===== src/rtl/pipe_hazard_ctrl_pkg.sv =====
// ---------------------------------------------------------------------------
// hazard_pkg
// Shared definitions for the 5-stage pipeline hazard controller.
//   - Forwarding select encodings driven onto forward_a_e / forward_b_e
//   - Data-memory handshake FSM state encoding
//   - Default result_src value that marks a load in EX
//   - fwd_sel(): forwarding priority for one EX source operand
// ---------------------------------------------------------------------------
package hazard_pkg;

  localparam logic [1:0] FWD_RF  = 2'b00;
  localparam logic [1:0] FWD_WB  = 2'b01;
  localparam logic [1:0] FWD_MEM = 2'b10;

  localparam logic [1:0] LOAD_SRC_DEFAULT = 2'b01;

  typedef enum logic {
    ST_IDLE = 1'b0,
    ST_WAIT = 1'b1
  } mem_state_t;

  // The MEM stage holds the younger result, so it is checked first.
  // Register x0 is never forwarded because it always reads as zero.
  function automatic logic [1:0] fwd_sel(
    input logic [4:0] rs,
    input logic       reg_write_m,
    input logic [4:0] rd_m,
    input logic       reg_write_w,
    input logic [4:0] rd_w
  );
    logic [1:0] sel;
    sel = FWD_RF;
    if (reg_write_m && (rd_m != 5'd0) && (rd_m == rs)) begin
      sel = FWD_MEM;
    end else if (reg_write_w && (rd_w != 5'd0) && (rd_w == rs)) begin
      sel = FWD_WB;
    end
    return sel;
  endfunction

endpackage


===== src/rtl/pipe_hazard_ctrl_if.sv =====
// ---------------------------------------------------------------------------
// pipe_hazard_ctrl_if
// Data-memory handshake between the hazard controller and the data memory.
//   mem_access_m : load or store currently in MEM (from the datapath)
//   mem_req      : data memory request (from the controller)
//   mem_ack      : data memory completion, valid in the same cycle as mem_req
// Modports:
//   master : the hazard controller
//   slave  : the memory / datapath side
// ---------------------------------------------------------------------------
interface pipe_hazard_ctrl_if;

  logic mem_access_m;
  logic mem_req;
  logic mem_ack;

  modport master (
    input  mem_access_m,
    input  mem_ack,
    output mem_req
  );

  modport slave (
    output mem_access_m,
    output mem_ack,
    input  mem_req
  );

endinterface


===== src/rtl/pipe_hazard_ctrl_mem_wait_fsm.sv =====
// ---------------------------------------------------------------------------
// mem_wait_fsm
// Data-memory handshake FSM. Keeps mem_req up until the memory acknowledges
// and reports mem_stall for every cycle the access is still outstanding.
// Parameters:
//   TIMEOUT_CYCLES : WAIT cycles without ack before mem_timeout sets
//   CNT_W          : width of the wait counter
// Ports:
//   clk, rst      : clock (rising edge), asynchronous active-low reset
//   mem_access_m  : load/store present in MEM
//   mem_ack       : memory completion
//   mem_req       : memory request (forced low while rst=0)
//   mem_stall     : request outstanding and not acknowledged this cycle
//   mem_timeout   : sticky flag, cleared only by reset
// ---------------------------------------------------------------------------
module mem_wait_fsm
  import hazard_pkg::*;
#(
  parameter int TIMEOUT_CYCLES = 255,
  parameter int CNT_W          = 8
) (
  input  logic clk,
  input  logic rst,
  input  logic mem_access_m,
  input  logic mem_ack,
  output logic mem_req,
  output logic mem_stall,
  output logic mem_timeout
);

  localparam logic [CNT_W-1:0] CNT_MAX     = '1;
  localparam logic [CNT_W-1:0] TIMEOUT_VAL = CNT_W'(TIMEOUT_CYCLES);

  mem_state_t       state_q, state_d;
  logic [CNT_W-1:0] wait_cnt_q, wait_cnt_d;
  logic             timeout_q, timeout_d;
  logic             req_raw;

  // State, wait counter and the sticky timeout flag.
  always_ff @(posedge clk or negedge rst) begin
    if (!rst) begin
      state_q    <= ST_IDLE;
      wait_cnt_q <= '0;
      timeout_q  <= 1'b0;
    end else begin
      state_q    <= state_d;
      wait_cnt_q <= wait_cnt_d;
      timeout_q  <= timeout_d;
    end
  end

  // Next-state logic. The timeout flag is set on the edge at which the
  // counter reaches the limit, so it is visible in the following cycle.
  always_comb begin
    state_d    = state_q;
    wait_cnt_d = wait_cnt_q;
    timeout_d  = timeout_q;
    req_raw    = 1'b0;
    case (state_q)
      ST_IDLE: begin
        req_raw    = mem_access_m;
        wait_cnt_d = '0;
        if (mem_access_m && !mem_ack) begin
          state_d = ST_WAIT;
        end
      end
      ST_WAIT: begin
        req_raw = 1'b1;
        if (mem_ack) begin
          state_d    = ST_IDLE;
          wait_cnt_d = '0;
        end else begin
          if (wait_cnt_q != CNT_MAX) begin
            wait_cnt_d = wait_cnt_q + 1'b1;
          end
          if (wait_cnt_d >= TIMEOUT_VAL) begin
            timeout_d = 1'b1;
          end
        end
      end
      default: begin
        state_d = ST_IDLE;
      end
    endcase
  end

  // While reset is held the state is IDLE, but IDLE would still echo
  // mem_access_m, so the request is gated by reset as well.
  assign mem_req     = rst & req_raw;
  assign mem_stall   = mem_req & ~mem_ack;
  assign mem_timeout = timeout_q;

endmodule


===== src/rtl/pipe_hazard_ctrl.sv =====
// ---------------------------------------------------------------------------
// pipe_hazard_ctrl
// Hazard and sequencing controller for the 5-stage RISC-V pipeline.
// Produces the stall/flush enables for the pipeline registers, the EX-stage
// forwarding selects, and (through mem_wait_fsm) the data-memory request.
// Parameters:
//   TIMEOUT_CYCLES : WAIT cycles before mem_timeout sets (1..2^CNT_W-1)
//   CNT_W          : wait counter width
//   LOAD_SRC       : result_src_e encoding that marks a load
// Ports:
//   clk, rst                    : clock, asynchronous active-low reset
//   rs1_d, rs2_d                : ID source registers
//   rs1_e, rs2_e, rd_e          : EX source/destination registers
//   rd_m, rd_w                  : MEM/WB destination registers
//   reg_write_m, reg_write_w    : MEM/WB write-back enables
//   result_src_e                : EX result select (load detect)
//   pc_src_e                    : taken branch/jump resolved in EX
//   mem_bus                     : data-memory handshake (master modport)
//   stall_f/d/e/m               : hold PC, IF/ID, ID/EX, EX/MEM
//   flush_d/e/w                 : bubble IF/ID, ID/EX, MEM/WB
//   forward_a_e, forward_b_e    : 00 regfile, 01 WB result, 10 MEM result
//   mem_timeout                 : sticky memory timeout flag
// Optional build macro HAZARD_PERF_CNT_EN adds:
//   stall_cycles : wrapping count of cycles with stall_d=1
//   flush_cycles : wrapping count of cycles with flush_e=1
// ---------------------------------------------------------------------------
module pipe_hazard_ctrl
  import hazard_pkg::*;
#(
  parameter int         TIMEOUT_CYCLES = 255,
  parameter int         CNT_W          = 8,
  parameter logic [1:0] LOAD_SRC       = LOAD_SRC_DEFAULT
) (
  input  logic                      clk,
  input  logic                      rst,
  input  logic [4:0]                rs1_d,
  input  logic [4:0]                rs2_d,
  input  logic [4:0]                rs1_e,
  input  logic [4:0]                rs2_e,
  input  logic [4:0]                rd_e,
  input  logic [4:0]                rd_m,
  input  logic [4:0]                rd_w,
  input  logic                      reg_write_m,
  input  logic                      reg_write_w,
  input  logic [1:0]                result_src_e,
  input  logic                      pc_src_e,
  pipe_hazard_ctrl_if.master        mem_bus,
  output logic                      stall_f,
  output logic                      stall_d,
  output logic                      stall_e,
  output logic                      stall_m,
  output logic                      flush_d,
  output logic                      flush_e,
  output logic                      flush_w,
  output logic [1:0]                forward_a_e,
  output logic [1:0]                forward_b_e,
  output logic                      mem_timeout
`ifdef HAZARD_PERF_CNT_EN
  ,
  output logic [31:0]               stall_cycles,
  output logic [31:0]               flush_cycles
`endif
);

  logic mem_stall;
  logic lw_stall;

  mem_wait_fsm #(
    .TIMEOUT_CYCLES (TIMEOUT_CYCLES),
    .CNT_W          (CNT_W)
  ) u_mem_wait_fsm (
    .clk          (clk),
    .rst          (rst),
    .mem_access_m (mem_bus.mem_access_m),
    .mem_ack      (mem_bus.mem_ack),
    .mem_req      (mem_bus.mem_req),
    .mem_stall    (mem_stall),
    .mem_timeout  (mem_timeout)
  );

  // A load in EX whose destination is read by the instruction in ID.
  assign lw_stall = (result_src_e == LOAD_SRC) && (rd_e != 5'd0) &&
                    ((rd_e == rs1_d) || (rd_e == rs2_d));

  // Stall/flush priority: an outstanding memory access freezes the whole
  // pipeline and hides the load-use and branch terms (EX is frozen, so the
  // branch is acted on once the access is released). Otherwise a taken
  // branch beats a load-use stall: PC takes the target and both ID and EX
  // are flushed. Every output is forced low while reset is held.
  always_comb begin
    stall_f     = 1'b0;
    stall_d     = 1'b0;
    stall_e     = 1'b0;
    stall_m     = 1'b0;
    flush_d     = 1'b0;
    flush_e     = 1'b0;
    flush_w     = 1'b0;
    forward_a_e = FWD_RF;
    forward_b_e = FWD_RF;
    if (rst) begin
      forward_a_e = fwd_sel(rs1_e, reg_write_m, rd_m, reg_write_w, rd_w);
      forward_b_e = fwd_sel(rs2_e, reg_write_m, rd_m, reg_write_w, rd_w);
      if (mem_stall) begin
        stall_f = 1'b1;
        stall_d = 1'b1;
        stall_e = 1'b1;
        stall_m = 1'b1;
        flush_w = 1'b1;
      end else begin
        stall_f = lw_stall && !pc_src_e;
        stall_d = lw_stall && !pc_src_e;
        flush_d = pc_src_e;
        flush_e = lw_stall || pc_src_e;
      end
    end
  end

`ifdef HAZARD_PERF_CNT_EN
  // Free-running wrapping event counters for stall and flush cycles.
  always_ff @(posedge clk or negedge rst) begin
    if (!rst) begin
      stall_cycles <= '0;
      flush_cycles <= '0;
    end else begin
      if (stall_d) begin
        stall_cycles <= stall_cycles + 32'd1;
      end
      if (flush_e) begin
        flush_cycles <= flush_cycles + 32'd1;
      end
    end
  end
`endif

endmodule

===== src/flat_wrapper.sv =====
// flat-port wrapper written by rule: the top's interface ports become plain ports
module pipe_hazard_ctrl_flat import hazard_pkg::*;
#(
  parameter int         TIMEOUT_CYCLES = 255,
  parameter int         CNT_W          = 8,
  parameter logic [1:0] LOAD_SRC       = LOAD_SRC_DEFAULT
)
  (clk, rst, rs1_d, rs2_d, rs1_e, rs2_e, rd_e, rd_m, rd_w, reg_write_m, reg_write_w, result_src_e, pc_src_e, stall_f, stall_d, stall_e, stall_m, flush_d, flush_e, flush_w, forward_a_e, forward_b_e, mem_timeout, mem_bus_mem_access_m, mem_bus_mem_ack, mem_bus_mem_req);
  pipe_hazard_ctrl_if mem_bus_i ();
  input  logic clk;
  input  logic rst;
  input  logic [4:0] rs1_d;
  input  logic [4:0] rs2_d;
  input  logic [4:0] rs1_e;
  input  logic [4:0] rs2_e;
  input  logic [4:0] rd_e;
  input  logic [4:0] rd_m;
  input  logic [4:0] rd_w;
  input  logic reg_write_m;
  input  logic reg_write_w;
  input  logic [1:0] result_src_e;
  input  logic pc_src_e;
  output logic stall_f;
  output logic stall_d;
  output logic stall_e;
  output logic stall_m;
  output logic flush_d;
  output logic flush_e;
  output logic flush_w;
  output logic [1:0] forward_a_e;
  output logic [1:0] forward_b_e;
  output logic mem_timeout;
  input wire logic [$bits(mem_bus_i.mem_access_m)-1:0] mem_bus_mem_access_m;
  input wire logic [$bits(mem_bus_i.mem_ack)-1:0] mem_bus_mem_ack;
  output wire logic [$bits(mem_bus_i.mem_req)-1:0] mem_bus_mem_req;
  assign mem_bus_i.mem_access_m = mem_bus_mem_access_m;
  assign mem_bus_i.mem_ack = mem_bus_mem_ack;
  assign mem_bus_mem_req = mem_bus_i.mem_req;
  pipe_hazard_ctrl #(.TIMEOUT_CYCLES(TIMEOUT_CYCLES), .CNT_W(CNT_W), .LOAD_SRC(LOAD_SRC)) u_core (.clk(clk), .rst(rst), .rs1_d(rs1_d), .rs2_d(rs2_d), .rs1_e(rs1_e), .rs2_e(rs2_e), .rd_e(rd_e), .rd_m(rd_m), .rd_w(rd_w), .reg_write_m(reg_write_m), .reg_write_w(reg_write_w), .result_src_e(result_src_e), .pc_src_e(pc_src_e), .mem_bus(mem_bus_i), .stall_f(stall_f), .stall_d(stall_d), .stall_e(stall_e), .stall_m(stall_m), .flush_d(flush_d), .flush_e(flush_e), .flush_w(flush_w), .forward_a_e(forward_a_e), .forward_b_e(forward_b_e), .mem_timeout(mem_timeout));
endmodule

===== config.mk =====
export PLATFORM = sky130hd
export DESIGN_NAME = pipe_hazard_ctrl_flat
export DESIGN_NICKNAME = d
export VERILOG_FILES = /design/src/rtl/pipe_hazard_ctrl_pkg.sv /design/src/rtl/pipe_hazard_ctrl_if.sv /design/src/rtl/pipe_hazard_ctrl_mem_wait_fsm.sv /design/src/rtl/pipe_hazard_ctrl.sv /design/src/flat_wrapper.sv
export SDC_FILE = /design/constraint.sdc
export NUM_CORES = 1
export LEC_CHECK = 0
export ABC_AREA = 0
export CAP_MARGIN = 20
export CORE_MARGIN = 10
export CORE_UTILIZATION = 39
export CTS_CLUSTER_SIZE = 28
export DETAILED_ROUTE_END_ITERATION = 10
export GPL_TIMING_DRIVEN = 0
export PLACE_DENSITY = 0.87
export SLEW_MARGIN = 20
export SYNTH_ARGS = -nofsm -noshare
export SYNTH_HDL_FRONTEND = slang
export SYNTH_SLANG_ARGS = --single-unit
export TNS_END_PERCENT = 100

===== constraint.sdc =====
create_clock -name clk -period 2.6 [get_ports clk]
set_input_delay 0.65 -clock clk [delete_from_list [all_inputs] [get_ports clk]]
set_output_delay 0.65 -clock clk [all_outputs]
set_load 0.01 [all_outputs]

Yosys cells after proc, flatten, opt, wreduce, memory -nomap -nowiden
Cells that the tools add are included.

operators by class
  reductions and logical operators = 18
  multiply operators = 0
  magnitude comparators = 1
  divide/modulo/power cells = 0
  shift-type cells = 0
  bitwise operators = 4
  muxes and demuxes = 23
  eq/ne operators = 8
  $add $sub $neg = 1

operators by type and width
  cell                                                              number
  8-bit 2-to-1 mux                                                  4
  5-bit == test                                                     6
  8-bit one-hot mux with 2 select lines                             1
  5-bit nonzero test                                                3
  1-bit 2-to-1 mux                                                  12
  1-bit logical AND                                                 10
  8-bit by 1-bit adder with 8-bit output (second input constant)    1
  8-bit greater-or-equal comparator (second input constant)         1
  2-bit 2-to-1 mux                                                  4
  8-bit inequality test (second input constant)                     1
  1-bit one-hot mux with 2 select lines                             2
  3-bit AND reduction                                               1
  1-bit bitwise AND                                                 2
  2-bit by 1-bit == test with 1-bit output (second input constant)  1
  1-bit logical NOT                                                 2
  1-bit logical OR                                                  2
  1-bit NOT                                                         2

word-level totals
  memory bits (read-only) = 0
  word-level logic and storage cells = 58
  bits in writable memories = 0
  flip-flop bits (word level) = 10
  latch bits = 0
  memories = 0
  output and inout bits = 13

Longest topological paths before layout
  word-level depth = 6
  mapped depth = 7
  gate-level depth less buffers = 6

Cells and area by module
A second synthesis with hierarchy kept.

second synthesis, totals
  cell total of the unflattened synthesis = 130
  area, all modules = 1102.3 um^2

by module, submodules not included
  module            area each (um^2)  cells an instance  instances  sequential area each (um^2)
  mem_wait_fsm      620.6             67                 1          250.2
  pipe_hazard_ctrl  481.7             63                 1          0.0

Worst setup path after synthesis
No wires, ideal clock.

  path kind = input to output
  start point = input rd_m[0]
  end point = output forward_a_e[0]
  arrival time = 1892 ps
  path buffers = 0
  cell stages on the path = 4
  required time = 1950 ps
  setup slack = 58 ps
  cell sequence = or4_1 -> o21ai_0 -> nor4_1 -> nor4_1

on the way
  longest elaborated chain between the ends = 5

ends and longest elaborated chain
  item                   RTL line                    text
  from (decl)            flat_wrapper.sv:17          input logic [4:0] rd_m;
  5-bit nonzero test     pipe_hazard_ctrl_pkg.sv:33  if (reg_write_m && (rd_m != 5'd0) && (rd_m == rs)) begin
  1-bit logical AND      pipe_hazard_ctrl_pkg.sv:33
  1-bit logical AND (*)  pipe_hazard_ctrl_pkg.sv:33
  2-bit 2-to-1 mux (*)   pipe_hazard_ctrl_pkg.sv:33
  2-bit 2-to-1 mux (*)   pipe_hazard_ctrl.sv:100     if (rst) begin
  to (decl)              flat_wrapper.sv:30          output logic [1:0] forward_a_e;

Every way passes the cells marked *; elsewhere a longest branch is shown, timed or not.

Worst setup path after layout
  start point = input rs1_e[2]
  end point = output forward_a_e[0]

on the way
  longest elaborated chain between the ends = 5

ends and longest elaborated chain
  item                  RTL line                    text
  from (decl)           flat_wrapper.sv:14          input logic [4:0] rs1_e;
  5-bit == test         pipe_hazard_ctrl_pkg.sv:35  end else if (reg_write_w && (rd_w != 5'd0) && (rd_w == rs)) begin
  1-bit logical AND     pipe_hazard_ctrl_pkg.sv:35
  1-bit 2-to-1 mux      pipe_hazard_ctrl_pkg.sv:35
  2-bit 2-to-1 mux (*)  pipe_hazard_ctrl_pkg.sv:33
  2-bit 2-to-1 mux (*)  pipe_hazard_ctrl.sv:100

Marked as above.

==> results.sh <==
export IMPL_cts_buffer_depth=2
export IMPL_yosysSeqAreaShare_pct=23.3
export IMPL_core_area_mm2=0.00254
export IMPL_synth_nets=170
export IMPL_avgSynthCellArea_um2=8.58
export IMPL_synth_warnings=0
export IMPL_ys_ff_latch=10
export IMPL_chipHeight_um=72.4
export IMPL_slew_viol_final=0
export IMPL_cts_buffers=3
export IMPL_ant_nets=0
export IMPL_critPathRequiredTime_ps=1950
export IMPL_wl_per_cell_um=17.4
export IMPL_synth_top_area_share_pct=23.3
export IMPL_rows=18
export IMPL_cap_violations=0
export IMPL_syn_area_mm2=0.00107
export IMPL_grt_overflow=0
export IMPL_fmax_ghz=0.389
export IMPL_timing_hold_violations_final=0
export IMPL_io_buffers=56
export IMPL_fp_dieW_um=72.4
export IMPL_nFillCells=221
export IMPL_n_antenna_cell=0
export IMPL_endpoint_kind="output port"
export IMPL_async_flop_share_pct=100
export IMPL_synth_edff_count=0
export IMPL_crit_path_max_fanout=2
export IMPL_area_growth_pct=54.7
export IMPL_synth_largest_area_cell="dfrtp_1"
export IMPL_synthFlopType="dfrtp_1"
export IMPL_place_gp_congestion=0.800
export IMPL_period_needed_ps=2570
export IMPL_clk_latency_ps=280
export IMPL_root_buffer="clkbuf_4"
export IMPL_critPathLaunchType="primary input"
export IMPL_fin_ws_ps=26.9
export IMPL_power_leakage_uw=0.000759
export IMPL_postCtsHoldBufs=0
export IMPL_grt_max_degree=19
export IMPL_powerDensity_mw_per_mm2=283
export IMPL_cts_tree="yes"
export IMPL_drt_wl_total_um=3720
export IMPL_synth_area_leaders="dfrtp_1 23%, xor2_1 18%, xnor2_1 9.8%, nand3_1 3.7%, buf_4 3.5%"
export IMPL_reg2reg_depth=5
export IMPL_ir_worst_vdd_mv=0.259
export IMPL_final_util_pct=65.2
export IMPL_nets=230
export IMPL_via_per_inst=5.60
export IMPL_period_share_pct=99.0
export IMPL_maxSlewHeadroom_pct=72.9
export IMPL_drive_above_1_share_pct=31.5
export IMPL_syn_inst=125
export IMPL_ys_top_cells_by_count="22 x xor2_1, 12 x xnor2_1, 10 x dfrtp_1"
export IMPL_via_count=1198
export IMPL_drcViolationCount=0
export IMPL_hold_path_class="in2async"
export IMPL_worst_slew_pin_slew_ps=396
export IMPL_finalSetupViolCount=0
export IMPL_floorplan_initialDensity_pct=42.1
export IMPL_status="finished clean"
export IMPL_post_cts_buffers=0
export IMPL_clk_pin_slew_ps=70
export IMPL_dieArea_mm2=0.00525
export IMPL_firstDrtPassIters=4
export IMPL_io_pins=57
export IMPL_antenna_found_initial=0
export IMPL_clock_sinks=10
export IMPL_gr_usage_all_layers_pct=14.2
export IMPL_rsz0062_at_grt="yes"
export IMPL_critical_path_class="in2out"
export IMPL_htreeDepth=1
export IMPL_crit_arrival_ps=1920
export IMPL_dp_slack_ps=-1280
export IMPL_drtIter0Drc=100
export IMPL_clock_skew_ps=2.85
export IMPL_yosysMostFrequentCell="xor2_1"
export IMPL_synth_cell_type_count=41
export IMPL_grt_pass1_vias=1300
export IMPL_grt_pass1_wl_um=6090
export IMPL_dpl_hpwl_um=3110
==> power by group <==
group	leakage, uW	internal, uW	switching [uW]
clock network	0.0000210	85.3	59.4
registers	0.000138	158	1.90
logic	0.000600	86.6	78.4
total	0.000759	329	140
==> path summary, 6_finish.rpt <==
check                                               startpoint                             endpoint  slack, ps
setup / recovery                                      rs1_e[2]                       forward_a_e[0]         30
hold / removal                                             rst  u_core.u_mem_wait_fsm.wait_cnt_q[7]        180
setup reg to reg           u_core.u_mem_wait_fsm.wait_cnt_q[0]    u_core.u_mem_wait_fsm.mem_timeout        640
hold reg to reg              u_core.u_mem_wait_fsm.mem_timeout    u_core.u_mem_wait_fsm.mem_timeout        490
max in group asynchronous                                  rst  u_core.u_mem_wait_fsm.wait_cnt_q[6]       2270
min in group clk             u_core.u_mem_wait_fsm.mem_timeout    u_core.u_mem_wait_fsm.mem_timeout        490
==> placed cells by master, fill, tap and decap left out, types with 3 or more instances in the layout <==
cell type        netlist  layout
dlygate4sd2_1          0      12
xor2_1                22      22
nor2_1                 7       7
or4_4                  0       4
clkbuf_2               0       3
nand2_1                4       4
buf_4                  5       5
xnor2_1               12      12
nand3_1                8       8
dfrtp_1               10      10
buf_6                  1       4
buf_2                  2      22
clkbuf_4               0       3
and2_1                 4       3
clkdlybuf4s50_1        0      14
==> worst max-delay path, cell delays in order <==
cell and delay [ps]:
clkdlybuf4s15_2 200, xor2_1 150, or4_4 490, nor4_2 250, buf_2 170
==> logic make-up (layout without fill, tap and decap cells) <==
kind of cell | count (synthesis) | after routing | synth area share, %
simple gates | 47 | 47 | 26.4
buf+inv | 12 | 71 | 6.88
mux | 2 | 2 | 1.87
fa+ha+maj | 1 | 1 | 1.17
flops | 10 | 10 | 23.3
compound gates | 19 | 19 | 12.6
xor+xnor | 34 | 34 | 27.8
==> flip-flops by register name (all words and copies together), names as in the netlist <==
name / cells
u_core.u_mem_wait_fsm.mem_timeout: 1
u_core.u_mem_wait_fsm.state_q: 1
u_core.u_mem_wait_fsm.wait_cnt_q: 8
==> through the flow <==
stage                     hold WS [ps]  instances  area, um^2  TNS (ps)  power [uW]
after floorplan                    354        125        1070         0         221
after global placement             465        211        1670     -8300         327
after detailed placement           468        211        1670     -8830         334
after CTS                          215        214        1670     -24.9         474
after global routing               176        214        1660     -23.3         495
final                              182        214        1660         0         469
==> timing repair <==
| item | CTS | global route |
|---|---|---|
| endpoints found under the setup margin | 12 | 8 |
| resized for setup | 146 | 8 |
| pin swaps | 19 | 4 |
==> layout make-up <==
cell class	instances	area, um^2	area share, %
sequential	10	250	15.1
buffer	9	58.8	3.54
clock buffer	4	36.3	2.19
inverter	2	7.51	0.452
timing repair buffer	56	434	26.2
multi-input combinational	103	835	50.3
tap	30	37.5	2.26
==> metal layers <==
layer  GRT usage, %  vias to the layer above  share of wire [%]
met5              0                        -                  0
met4           7.17                        0                3.3
met3           5.99                       13                7.8
met2           25.6                       45                 52
met1           13.6                      575                 37
li1               -                      565                  -
No activity file was read; power rests on OpenSTA's default activity.
